## config.mk

```make
export PLATFORM = sky130hd
export DESIGN_NAME = shift_add_multiplier
export DESIGN_NICKNAME = d
export VERILOG_FILES = /design/src/rtl/shift_add_multiplier.sv
export SDC_FILE = /design/constraint.sdc
export NUM_CORES = 1
export LEC_CHECK = 0
export CORE_MARGIN = 2
export CORE_UTILIZATION = 44
export DETAILED_ROUTE_END_ITERATION = 8
export PLACE_DENSITY = 0.83
export SLEW_MARGIN = 30
export SYNTH_ARGS = -nofsm -noshare
export SYNTH_HDL_FRONTEND = slang
export SYNTH_SLANG_ARGS = --single-unit
export TNS_END_PERCENT = 1
```

## constraint.sdc

```tcl
create_clock -name i_clock -period 2.1 [get_ports i_clock]
set_clock_uncertainty 0.2 [all_clocks]
set_input_delay 0.315 -clock i_clock [delete_from_list [all_inputs] [get_ports i_clock]]
set_output_delay 0.315 -clock i_clock [all_outputs]
set_load 0.02 [all_outputs]
```

## src/rtl/shift_add_multiplier.sv

```systemverilog
// Radix-2 shift-and-add unsigned multiplier that drives an external combinational Adder.
// Optional o_overflow output is enabled by defining MULTIPLIER_OVERFLOW_EN.
module shift_add_multiplier #(
    parameter int unsigned BITS = 4
) (
    input  logic                i_clock,
    input  logic                i_reset,
    input  logic                i_start,
    input  logic [BITS-1:0]     i_multiplicand,
    input  logic [BITS-1:0]     i_multiplier,
    output logic [BITS-1:0]     o_augend,
    output logic [BITS-1:0]     o_addend,
    input  logic [BITS-1:0]     i_sum,
    input  logic                i_carry,
    output logic                o_busy,
    output logic                o_done,
`ifdef MULTIPLIER_OVERFLOW_EN
    output logic                o_overflow,
`endif
    output logic [2*BITS-1:0]   o_product
);

    localparam int unsigned    CW   = $clog2(BITS) + 1;
    localparam logic [CW-1:0]  LAST = CW'(BITS - 1);

    typedef enum logic [1:0] {
        IDLE,
        RUN,
        DONE
    } state_t;

    state_t          state;
    state_t          state_next;
    logic [BITS-1:0] acc_a;
    logic [BITS-1:0] reg_q;
    logic [BITS-1:0] reg_m;
    logic [CW-1:0]   count;

    always_ff @(posedge i_clock) begin
        if (i_reset) begin
            state <= IDLE;
        end else begin
            state <= state_next;
        end
    end

    always_comb begin
        state_next = state;
        case (state)
            IDLE:    if (i_start) state_next = RUN;
            RUN:     if (count == LAST) state_next = DONE;
            DONE:    state_next = IDLE;
            default: state_next = IDLE;
        endcase
    end

    always_comb begin
        o_busy = (state != IDLE);
        o_done = (state == DONE);
    end

    // Adder operands come only from registers, so no loop forms through the Adder.
    assign o_augend = acc_a;
    assign o_addend = reg_q[0] ? reg_m : '0;

    always_ff @(posedge i_clock) begin
        if (i_reset) begin
            acc_a     <= '0;
            reg_q     <= '0;
            reg_m     <= '0;
            count     <= '0;
            o_product <= '0;
`ifdef MULTIPLIER_OVERFLOW_EN
            o_overflow <= 1'b0;
`endif
        end else begin
            case (state)
                IDLE: begin
                    if (i_start) begin
                        reg_m     <= i_multiplicand;
                        reg_q     <= i_multiplier;
                        acc_a     <= '0;
                        count     <= '0;
                        o_product <= '0;
`ifdef MULTIPLIER_OVERFLOW_EN
                        o_overflow <= 1'b0;
`endif
                    end
                end
                RUN: begin
                    acc_a <= {i_carry, i_sum[BITS-1:1]};
                    reg_q <= {i_sum[0], reg_q[BITS-1:1]};
                    count <= count + CW'(1);
                    // Capture the final shifted {A,Q} so the product is already valid in DONE.
                    if (count == LAST) begin
                        o_product <= {i_carry, i_sum, reg_q[BITS-1:1]};
`ifdef MULTIPLIER_OVERFLOW_EN
                        o_overflow <= ({i_carry, i_sum[BITS-1:1]} != '0);
`endif
                    end
                end
                default: ;
            endcase
        end
    end

endmodule

```

==> impl_metrics.py <==
metrics = {
    "hold_path": {
        "hold_end": "o_product[3]$_SDFFE_PP0P_",
        "min_path_cells": 1,
        "holdCritStartpoint": "o_product[3]$_SDFFE_PP0P_",
        "holdCritPathClass": "reg2reg",
    },
    "drt": {
        "wirelength_mm": 2.192,
        "wl_per_cell_um": 13.45,
        "postRouteAntennaNets": 0,
        "vias": 848,
        "drc": 0,
        "drtPass1Iterations": 4,
        "viasPerCell": 5.202,
        "drtIter0Drc": 10,
    },
    "cells_and_area": {
        "postLayoutCoreUtil_pct": 64.15,
        "regArea_um2": 501.7,
        "drive_above_1_share_pct": 9.630,
        "multi_input_area_um2": 484.2,
        "fillCellCount": 207,
        "nets": 154,
        "antenna_cells": 0,
        "syn2layout_area_growth_pct": 36.80,
    },
    "timing": {
        "relSlewSlack_pct": 72.52,
        "hold_violations": 0,
        "period_share_pct": 94.59,
        "min_period_ps": 1986,
        "tightest_slew_ps": 410.9,
        "tns_ps": 0,
        "setup_viol": 0,
        "rsz0062_at_grt": "false",
        "timing.fmax_mhz": 503.4,
        "slew_violations": 0,
    },
    "logic_synthesis": {
        "synth_edf_count": 0,
        "syn_area_per_cell_um2": 10.58,
        "synth_fp_nets": 117,
        "synth-seq-cells": 25,
        "synth_cells": 99,
        "synth_area_mm2": 0.001047,
        "yosysTopAreaCell": "dfxtp_1",
        "synthArstFlopShare_pct": 0,
        "yosysWarnings": 0,
        "netlist.area_leader.share_pct": 47.79,
        "synth.distinct_cells": 24,
        "synth.most_common_cell": "dfxtp_1",
        "synth_seq_area_share_pct": 47.79,
        "yosys-top-cells-count": "dfxtp_1 (25), nor2_1 (14), a22o_1 (8), inv_1 (7), mux2i_1 (6)",
        "synthFlopType": "dfxtp_1",
        "ys_top_cells_by_area": "dfxtp_1 (48%), a22o_1 (6.7%), mux2i_1 (5.7%)",
    },
    "power_and_ir_drop": {
        "leakage_nw": 0.5693,
        "vdd_drop_max_uv": 669.7,
        "p_per_area_mw_per_mm2": 594.3,
        "power.total_mw": 0.8514,
    },
    "clocking": {
        "root_buffer": "clkbuf_4",
        "insertion_delay_ps": 310,
        "cts_inserted_buffers": 3,
        "cts_num_sinks": 25,
        "cts_tree": "done",
        "clk_pin_slew_worst_paths_ps": 130,
        "clockBufferDepth": 2,
        "htreeDepth": 1,
    },
    "setup_path": {
        "cp.arrival_ps": 1470,
        "cp_slowest_stage_delay_ps": 600,
        "endpoint_kind": "output pin",
        "r2r_end": "o_product[1]$_SDFFE_PP0P_",
        "worstPathCellList": "or2_1 > clkdlybuf4s50_1",
        "cp.buffers_inverters": 1,
        "start_kind": "register",
        "worstReg2RegStart": "count[0]$_SDFFE_PP0P_",
        "critical_path.max_fanout": 6,
        "cpLargestDelayFamily": "buffers and inverters",
        "r2r_cells": 5,
        "reg2reg_setup_slack_ps": 350,
        "critPathSlowestCell": "clkdlybuf4s50_1",
        "cp.required_ps": 1580,
        "setup.worst_path.class": "reg2out",
    },
    "floorplanning": {
        "die_x_um": 52.79,
        "io_pins": 34,
        "die_y_um": 52.79,
        "core-area_mm2": 0.002233,
        "initial_utilization_pct": 46.89,
        "fp-row-count": 17,
        "die_area_mm2": 0.002786,
    },
    "place": {
        "io_buffers": 33,
        "hpwl_mm": 1.738,
        "gp_congestion": 0.8292,
    },
    "grt": {
        "antenna_found_initial": 0,
        "grt_usage_pct": 17.64,
        "grt_pass1_wl_mm": 3.553,
        "grt_max_degree": 14,
        "grt_pass1_vias": 798,
        "grt.overflow.total": 0,
    },
    "job": {
        "maxCapViolations": 0,
    },
    "outcome": {
        "outcome": "complete, no violations",
    },
}
logic make-up (layout without fill, tap and decap cells):
group           after synthesis  in the layout  synth area share [%]
compound gates               28             28                 22.94
fa+ha+maj                     2              2                 2.389
simple gates                 25             25                 13.74
buf+inv                      12             48                 5.974
flops                        25             25                 47.79
mux                           7              7                 7.168
per-stage QoR:
step           hold WS, ps  setup slack, ps  instance area, um2  cells
2_1_floorplan        240.6            535.7                1047     99
3_3_place_gp         259.6            283.8                1406    159
3_5_place_dp         266.6            258.8                1406    159
4_1_cts              298.7            61.29                1431    163
5_1_grt              329.7            23.70                1433    163
6_report             290.7            113.5                1433    163
sequential cells by signal, indices dropped and copies added, names as in the netlist:
name       count
o_product      8
state          2
o_augend       4
reg_m          4
reg_q          4
count          3
power breakdown:
part           switching (mW)  internal, mW  total (mW)
Combinational          0.0625        0.0747       0.137
Clock                   0.133        0.0742       0.207
Sequential             0.0137         0.493       0.507
layer usage:
layer | track usage (%) | share of wire, % | vias to the layer above | wire, um
met1 | 23.08 | 45 | 395 | 980
li1 | - | - | 427 | -
met3 | 6.286 | 5.2 | 4 | 115
met4 | 3.846 | 1.3 | 0 | 29
met5 | 0 | 0 | - | 0
met2 | 27.71 | 49 | 22 | 1067
layout make-up:
type / count / area share [%]
clock buffers: 4 / 1.834
inverters: 7 / 1.834
multi-input cells: 62 / 33.80
flip-flops and latches: 25 / 35.02
well taps: 28 / 2.445
repair buffers: 37 / 25.07
worst max path at each step:
stage	from	endpoint	cells past startpoint
global route	state[1]$_SDFFE_PP0P_	o_busy	2
CTS	reg_q[0]$_SDFFE_PP0P_	o_addend[1]	2
global placement	i_start	o_product[5]$_SDFFE_PP0P_	4
finish	state[1]$_SDFFE_PP0P_	o_busy	2
floorplan	count[0]$_SDFFE_PP0P_	o_product[0]$_SDFFE_PP0P_	5
detailed placement	i_start	reg_q[2]$_SDFFE_PP0P_	5
placed cells by master, fill, tap and decap left out, drive strengths merged:
master / synthesis / layout
clkdlybuf4s50: 0 / 32
dfxtp: 25 / 25
nor2: 14 / 14
a22o: 8 / 8
inv: 7 / 7
mux2i: 6 / 6
a21oi: 6 / 6
a22oi: 5 / 5
and2: 4 / 4
o221a: 4 / 4
buf: 4 / 4
clkbuf: 1 / 4
o22a: 3 / 3
nand2b: 2 / 2
ha: 2 / 2
nor3: 2 / 2
or2: 1 / 1
o21bai: 1 / 1
and2b: 1 / 1
nor3b: 1 / 1
a2bb2oi: 1 / 1
mux2: 1 / 1
dlygate4sd2: 0 / 1
what timing repair did:
| action | in CTS | in global routing |
|---|---|---|
| pin swaps | 0 | 0 |
| setup endpoints to repair | 1 | 4 |
| hold buffers | 0 | 0 |
| gates resized for setup | 1 | 1 |
| buffers inserted | 0 | 0 |
| hold endpoints to repair | 0 | 0 |
Note: power is estimated with default switching activity, not from simulation.
